===== src/rtl/boundary_detector_gm.sv =====
// Time-multiplexed geometric-mean boundary detector: one shared multiply / bit-serial sqrt /
// alignment datapath sweeps NUM_CH boundaries and keeps per-channel stability and lock state.
module boundary_detector_gm #(
  parameter int WIDTH        = 18,
  parameter int FRAC         = 14,
  parameter int NUM_CH       = 3,
  parameter int SIGMA_LOG2   = 3,
  parameter int STAB_SHIFT   = 2,
  parameter int ALIGN_THRESH = 8192,
  parameter int DWELL_MIN    = 4,
  parameter int DWELL_W      = 8
) (
  input  logic                     clk,
  input  logic                     rst_n,
  input  logic                     clk_en,
  input  logic [NUM_CH*WIDTH-1:0]  omega_a_in,
  input  logic [NUM_CH*WIDTH-1:0]  omega_b_in,
  input  logic [NUM_CH*WIDTH-1:0]  omega_ref_in,
  output logic [NUM_CH*WIDTH-1:0]  boundary_out,
  output logic [NUM_CH*WIDTH-1:0]  detuning_out,
  output logic [NUM_CH*WIDTH-1:0]  alignment_out,
  output logic [NUM_CH*WIDTH-1:0]  stability_out,
  output logic [NUM_CH-1:0]        locked_out,
  output logic                     busy,
  output logic                     done,
  output logic                     overrun
);

  localparam int CH_W = (NUM_CH > 1) ? $clog2(NUM_CH) : 1;
  localparam int PW   = 2 * WIDTH;
  localparam int RW   = WIDTH + 2;
  localparam int SQ_W = 2 * SIGMA_LOG2;
  localparam int SH   = FRAC - SQ_W;

  localparam logic [WIDTH-1:0]   ONE_W       = WIDTH'(1) << FRAC;
  localparam logic [WIDTH-1:0]   THRESH_W    = WIDTH'(ALIGN_THRESH);
  localparam logic [RW-1:0]      SIGMA_W     = RW'(1) << SIGMA_LOG2;
  localparam logic [DWELL_W-1:0] DWELL_MAX   = '1;
  localparam logic [DWELL_W-1:0] DWELL_MIN_W = DWELL_W'(DWELL_MIN);
  localparam logic [CH_W-1:0]    LAST_CH     = CH_W'(NUM_CH - 1);
  localparam logic [PW-1:0]      TOP_BIT     = PW'(1) << (PW - 2);

  typedef enum logic [1:0] {IDLE, MUL, SQRT, ALIGN} state_t;

  state_t            state;
  logic [CH_W-1:0]   ch;

  logic signed [WIDTH-1:0] snap_a   [NUM_CH];
  logic signed [WIDTH-1:0] snap_b   [NUM_CH];
  logic signed [WIDTH-1:0] snap_ref [NUM_CH];

  // Digit-by-digit root: x holds the shrinking radicand, res the partial root, bit the one-hot weight.
  logic [PW-1:0] x_q, res_q, bit_q;

  logic signed [WIDTH-1:0] bnd_q [NUM_CH];
  logic signed [WIDTH-1:0] det_q [NUM_CH];
  logic signed [WIDTH-1:0] aln_q [NUM_CH];
  logic signed [WIDTH-1:0] stb_q [NUM_CH];
  logic [DWELL_W-1:0]      dwell_q [NUM_CH];
  logic [NUM_CH-1:0]       lock_q;

  logic signed [WIDTH-1:0] cur_a, cur_b, cur_ref;
  logic [WIDTH-1:0]        mag_a, mag_b, root_c, align_c;
  logic [PW-1:0]           prod_c, trial_c;
  logic                    sqrt_ge;
  logic signed [RW-1:0]    diff_c;
  logic [RW-1:0]           dist_c;
  logic [SQ_W-1:0]         dist_lo, dist_sq;
  logic signed [WIDTH:0]   stab_err;
  logic signed [WIDTH-1:0] stab_c;
  logic [DWELL_W-1:0]      dwell_c;

  // NOTE: every always_comb output gets a default before any branch, so no latch can be inferred.
  always_comb begin
    cur_a   = snap_a[ch];
    cur_b   = snap_b[ch];
    cur_ref = snap_ref[ch];
    mag_a   = cur_a;
    mag_b   = cur_b;
    prod_c  = '0;
    if (!cur_a[WIDTH-1] && cur_a != '0 && !cur_b[WIDTH-1] && cur_b != '0)
      prod_c = PW'(mag_a) * PW'(mag_b);

    trial_c = res_q + bit_q;
    sqrt_ge = x_q >= trial_c;
    root_c  = res_q[WIDTH-1:0];

    diff_c  = {2'b00, root_c} - {{2{cur_ref[WIDTH-1]}}, cur_ref};
    dist_c  = diff_c[RW-1] ? -diff_c : diff_c;
    dist_lo = SQ_W'(dist_c[SIGMA_LOG2-1:0]);
    dist_sq = dist_lo * dist_lo;
    align_c = '0;
    if (dist_c < SIGMA_W)
      align_c = ONE_W - (WIDTH'(dist_sq) << SH);

    stab_err = $signed({1'b0, align_c}) - $signed({stb_q[ch][WIDTH-1], stb_q[ch]});
    stab_c   = stb_q[ch] + WIDTH'(stab_err >>> STAB_SHIFT);

    dwell_c = '0;
    if (align_c >= THRESH_W)
      dwell_c = (dwell_q[ch] == DWELL_MAX) ? dwell_q[ch] : dwell_q[ch] + 1'b1;
  end

  // NOTE: the snapshot is always loaded before it is read, so it is deliberately left without reset.
  always_ff @(posedge clk) begin
    if (state == IDLE && clk_en) begin
      for (int i = 0; i < NUM_CH; i++) begin
        snap_a[i]   <= omega_a_in[i*WIDTH +: WIDTH];
        snap_b[i]   <= omega_b_in[i*WIDTH +: WIDTH];
        snap_ref[i] <= omega_ref_in[i*WIDTH +: WIDTH];
      end
    end
  end

  // NOTE: sequential state uses non-blocking assignments only, so every read sees the pre-edge value.
  always_ff @(posedge clk) begin
    if (!rst_n) begin
      state   <= IDLE;
      ch      <= '0;
      x_q     <= '0;
      res_q   <= '0;
      bit_q   <= '0;
      busy    <= 1'b0;
      done    <= 1'b0;
      overrun <= 1'b0;
      lock_q  <= '0;
      for (int i = 0; i < NUM_CH; i++) begin
        bnd_q[i]   <= '0;
        det_q[i]   <= '0;
        aln_q[i]   <= '0;
        stb_q[i]   <= '0;
        dwell_q[i] <= '0;
      end
    end else begin
      done <= 1'b0;
      if (clk_en && state != IDLE)
        overrun <= 1'b1;
      case (state)
        IDLE: begin
          if (clk_en) begin
            busy  <= 1'b1;
            ch    <= '0;
            state <= MUL;
          end
        end
        MUL: begin
          x_q   <= prod_c;
          res_q <= '0;
          bit_q <= TOP_BIT;
          state <= SQRT;
        end
        SQRT: begin
          if (sqrt_ge) begin
            x_q   <= x_q - trial_c;
            res_q <= (res_q >> 1) + bit_q;
          end else begin
            res_q <= res_q >> 1;
          end
          bit_q <= bit_q >> 2;
          if (bit_q[0])
            state <= ALIGN;
        end
        ALIGN: begin
          bnd_q[ch]   <= root_c;
          det_q[ch]   <= dist_c[WIDTH-1:0];
          aln_q[ch]   <= align_c;
          stb_q[ch]   <= stab_c;
          dwell_q[ch] <= dwell_c;
          lock_q[ch]  <= dwell_c >= DWELL_MIN_W;
          if (ch == LAST_CH) begin
            state <= IDLE;
            busy  <= 1'b0;
            done  <= 1'b1;
          end else begin
            ch    <= ch + 1'b1;
            state <= MUL;
          end
        end
        default: state <= IDLE;
      endcase
    end
  end

  for (genvar g = 0; g < NUM_CH; g++) begin : g_out
    assign boundary_out[g*WIDTH +: WIDTH]  = bnd_q[g];
    assign detuning_out[g*WIDTH +: WIDTH]  = det_q[g];
    assign alignment_out[g*WIDTH +: WIDTH] = aln_q[g];
    assign stability_out[g*WIDTH +: WIDTH] = stb_q[g];
  end
  assign locked_out = lock_q;

endmodule


===== config.mk =====
export PLATFORM = sky130hd
export DESIGN_NAME = boundary_detector_gm
export DESIGN_NICKNAME = d
export VERILOG_FILES = /design/src/rtl/boundary_detector_gm.sv
export SDC_FILE = /design/constraint.sdc
export NUM_CORES = 2
export LEC_CHECK = 0
export ABC_AREA = 1
export CAP_MARGIN = 20
export CORE_UTILIZATION = 53
export CTS_BUF_LIST = sky130_fd_sc_hd__clkbuf_16
export DETAILED_ROUTE_END_ITERATION = 16
export GPL_TIMING_DRIVEN = 0
export MAX_ROUTING_LAYER = met4
export PLACE_DENSITY = 0.74
export SLEW_MARGIN = 20
export SYNTH_ARGS = -nofsm -noshare
export SYNTH_HDL_FRONTEND = slang
export SYNTH_SLANG_ARGS = --single-unit

===== constraint.sdc =====
create_clock -name clk -period 6.8 [get_ports clk]
set_input_delay 2.04 -clock clk [delete_from_list [all_inputs] [get_ports clk]]
set_output_delay 2.04 -clock clk [all_outputs]
set_load 0.01 [all_outputs]

==> results by group <==
Route
  • Violation count after the first detailed-route iteration: between 3000 and 4000
  • Avg Vias per Cell: 5.60
  • DRC viols: 0
  • DR WL/cell: between 20 and 25 um
  • WL final: 129000 um
  • Via count: 34000
  • Detailed Routing Iterations Pass 1: 6
  • Routed Antenna Nets: 0

Synthesis
  • Top_reg_cell synth: edfxtp_1
  • Cells after synthesis: ~4400
  • Top cells by count, synth: nand2_1, inv_1, nor2_1
  • Syn_area_per_cell: ~8.5 um^2
  • Synth Warn #: 0
  • Seq/Total Area, Yosys: 0.366
  • Synthesized area: 0.0377 mm^2
  • Synth cell types: 66
  • Synth area leader: edfxtp_1
  • Post-synth top area share: 0.312
  • Seq cells post-synth: 494
  • Area contributors post-synth: edfxtp_1, fa_1, nand2_1
  • Most frequent cell after synthesis: nand2_1
  • Post-synth ARST share: 0
  • EDFF count, synth: 392

Clocking
  • Post-CTS Hold Fix Bufs: 0
  • H-tree level count: 2
  • Worst skew pair latency: 640 ps
  • CTS tree: done
  • CTS max path bufs: 3
  • CTS Sinks: 494
  • Total CTS buffers: 55
  • Root Driver: clkbuf_16
  • Clock transition at the registers of the reported paths: 70 ps

Setup path
  • Setup CP Type: reg -> reg
  • R2R depth: 49
  • CP Capture Type: flip-flop
  • Most used cell, CP: nand2_2
  • Crit path depth: 49
  • WP data required: 7260 ps
  • Worst path max stage delay: between 400 and 500 ps
  • Crit path max-delay family: simple AND/OR/NAND/NOR gates
  • Nature of the critical path startpoint: flip-flop
  • Worst path bufs/invs: 12
  • Largest fanout on the critical path: 5
  • Crit path DAT: approximately 7500 ps
  • Slowest-stage cell, CP: fa_2

Floorplan
  • Core area: 0.0703 mm^2
  • Rows: 97
  • Die area: ~0.072 mm^2
  • # IOs: around 390
  • Die Height: between 200 and 300 um
  • Die Wd: 269 um
  • Initial Util: 0.537

Outcome
  • Status: finished, violations left
  • Violated checks: negative setup slack

Global routing
  • Pin count of the biggest net entering global routing: 111
  • Initial antenna violation count: 3
  • First-pass GRT wire length: 187000 um
  • GRT Overall Usage: 0.354
  • Grt total ovfl: 0
  • Number of global-route vias before repair: 33200

STA
  • Clock Skew: 37.0 ps
  • Endpoints failing setup: 13
  • PnR worst setup slack: -205 ps
  • Max-slew headroom: 0.311
  • Final Hold Viols: 0
  • RSZ-0062 raised after global routing: yes
  • Period minus WS final: 7000 ps
  • Worst-Margin Slew: 1030 ps
  • Crit share post-route: 1.03
  • Fin Hold WS: between 400 and 500 ps
  • Fin. max-slew vios: 0
  • Fmax: 143 MHz

Place
  • Port buffer count: roughly 350
  • RD Place Congestion: 1.01
  • DP Wirelength: between 90000 and 100000 um
  • DP Worst Slack: -2170 ps

Worst hold path
  • Worst hold stages: 2
  • Worst hold path type: reg -> reg

Cells and area
  • Area Growth Syn to Fin: 30.0%
  • Fin util: 0.698
  • Proportion of layout cells with a drive suffix above 1: 0.165
  • Nets: between 5000 and 6000

Flow run
  • MaxCap Viol Count: 0
per-layer routing:
layer | share of wire | global-route usage
met5 | 0 | -
met3 | 0.089 | 0.0586
met2 | 0.47 | 0.569
met1 | 0.37 | 0.425
met4 | 0.065 | 0.196
registers in the layout, summed over array words and instances, names as in the netlist, named ones only:
signal / flops
bit_q: 18
stb_q: 72
det_q: 54
overrun: 1
res_q: 36
bnd_q: 54
snap_ref: 54
aln_q: 18
done: 1
dwell_q: 32
locked_out: 3
snap_b: 54
ch: 2
busy: 1
snap_a: 54
state: 2
x_q: 36
worst reg2reg max path: cells and delay by family (launching register included):
kind	cells	cell delay, ps
AOI/OAI and AO/OA	8	1280
xor gates and xnor gates	2	440
adders and majority gates	5	1390
buffers and inverters	12	1230
DFF	1	400
and+or+nand+nor	22	2160
cell families (layout without fill, tap and decap cells):
family,after synthesis,count (layout),share of synthesized area
and+or+nand+nor,1715,1715,0.188
xor gates and xnor gates,131,131,0.0310
other,1,37,0.0000994
AOI/OAI and AO/OA,677,677,0.101
DFF,494,494,0.366
buffers and inverters,911,1587,0.0961
adders and majority gates,499,499,0.217
area by class of cell:
| cell class | count | area, um^2 |
|---|---|---|
| well taps | 940 | 1180 |
| clock buffers | 57 | 1430 |
| fillers | 5173 | 21200 |
| diodes | 4 | 10.0 |
| repair buffers | 582 | 5680 |
| multi-input cells | 3055 | 22200 |
| inverters | 730 | 2810 |
| clock inverters | 46 | 390 |
| plain buffers | 172 | 1550 |
| flip-flops and latches | 494 | 13800 |
placed cells by master, fill, tap and decap left out, types with 12 or more instances in the layout:
cell / count
dfxtp_1: 100
nor2_2: 13
xnor2_1: 42
o21ai_4: 31
o21ai_2: 20
edfxtp_1: 392
or2_2: 27
xor2_1: 76
buf_6: 24
nand2_2: 66
a31oi_1: 12
o21ai_0: 178
clkbuf_1: 53
nand4_1: 26
clkbuf_16: 63
conb_1: 33
buf_4: 233
o21ai_1: 15
clkbuf_8: 20
nor2_1: 487
nand2_4: 21
a32oi_1: 14
a21oi_2: 24
ha_1: 199
clkinv_1: 15
nand3_2: 18
fa_2: 18
buf_12: 25
clkdlybuf4s50_1: 352
inv_2: 45
a21oi_1: 247
nor3_1: 21
fa_1: 241
buf_8: 14
ha_4: 32
inv_1: 673
nor2_4: 21
o211ai_1: 40
nand2_1: 857
nand3_1: 118
what timing repair did:
item | 4_1_cts | 5_1_grt
setup buffers | 155 | 65
pin swaps | 129 | 112
endpoints found under the setup margin | 75 | 51
cloned | 4 | 2
resized for setup | 434 | 253
through the flow:
step | cells | instance area, um^2 | setup TNS (ps)
6_report | 6080 | 49000 | -1620
5_1_grt | 6080 | 49000 | -8310
4_1_cts | 6013 | 47500 | -39.2
3_5_place_dp | 5758 | 42700 | -102880
3_3_place_gp | 5752 | 42500 | -281180
2_1_floorplan | 4460 | 37800 | 0
worst paths after layout:
kind / startpoint / endpoint / slack [ps]
worst min-delay path: x_q[22] / x_q[22] / 480
worst min register to register: x_q[22] / x_q[22] / 480
worst max-delay path: flip-flop / stb_q[2][17] / -200
worst max register to register: flip-flop / stb_q[2][17] / -200
Power is left out: the tool's default activity adds up to more than one toggle a clock period on the data nets, which glitch-free logic cannot reach.
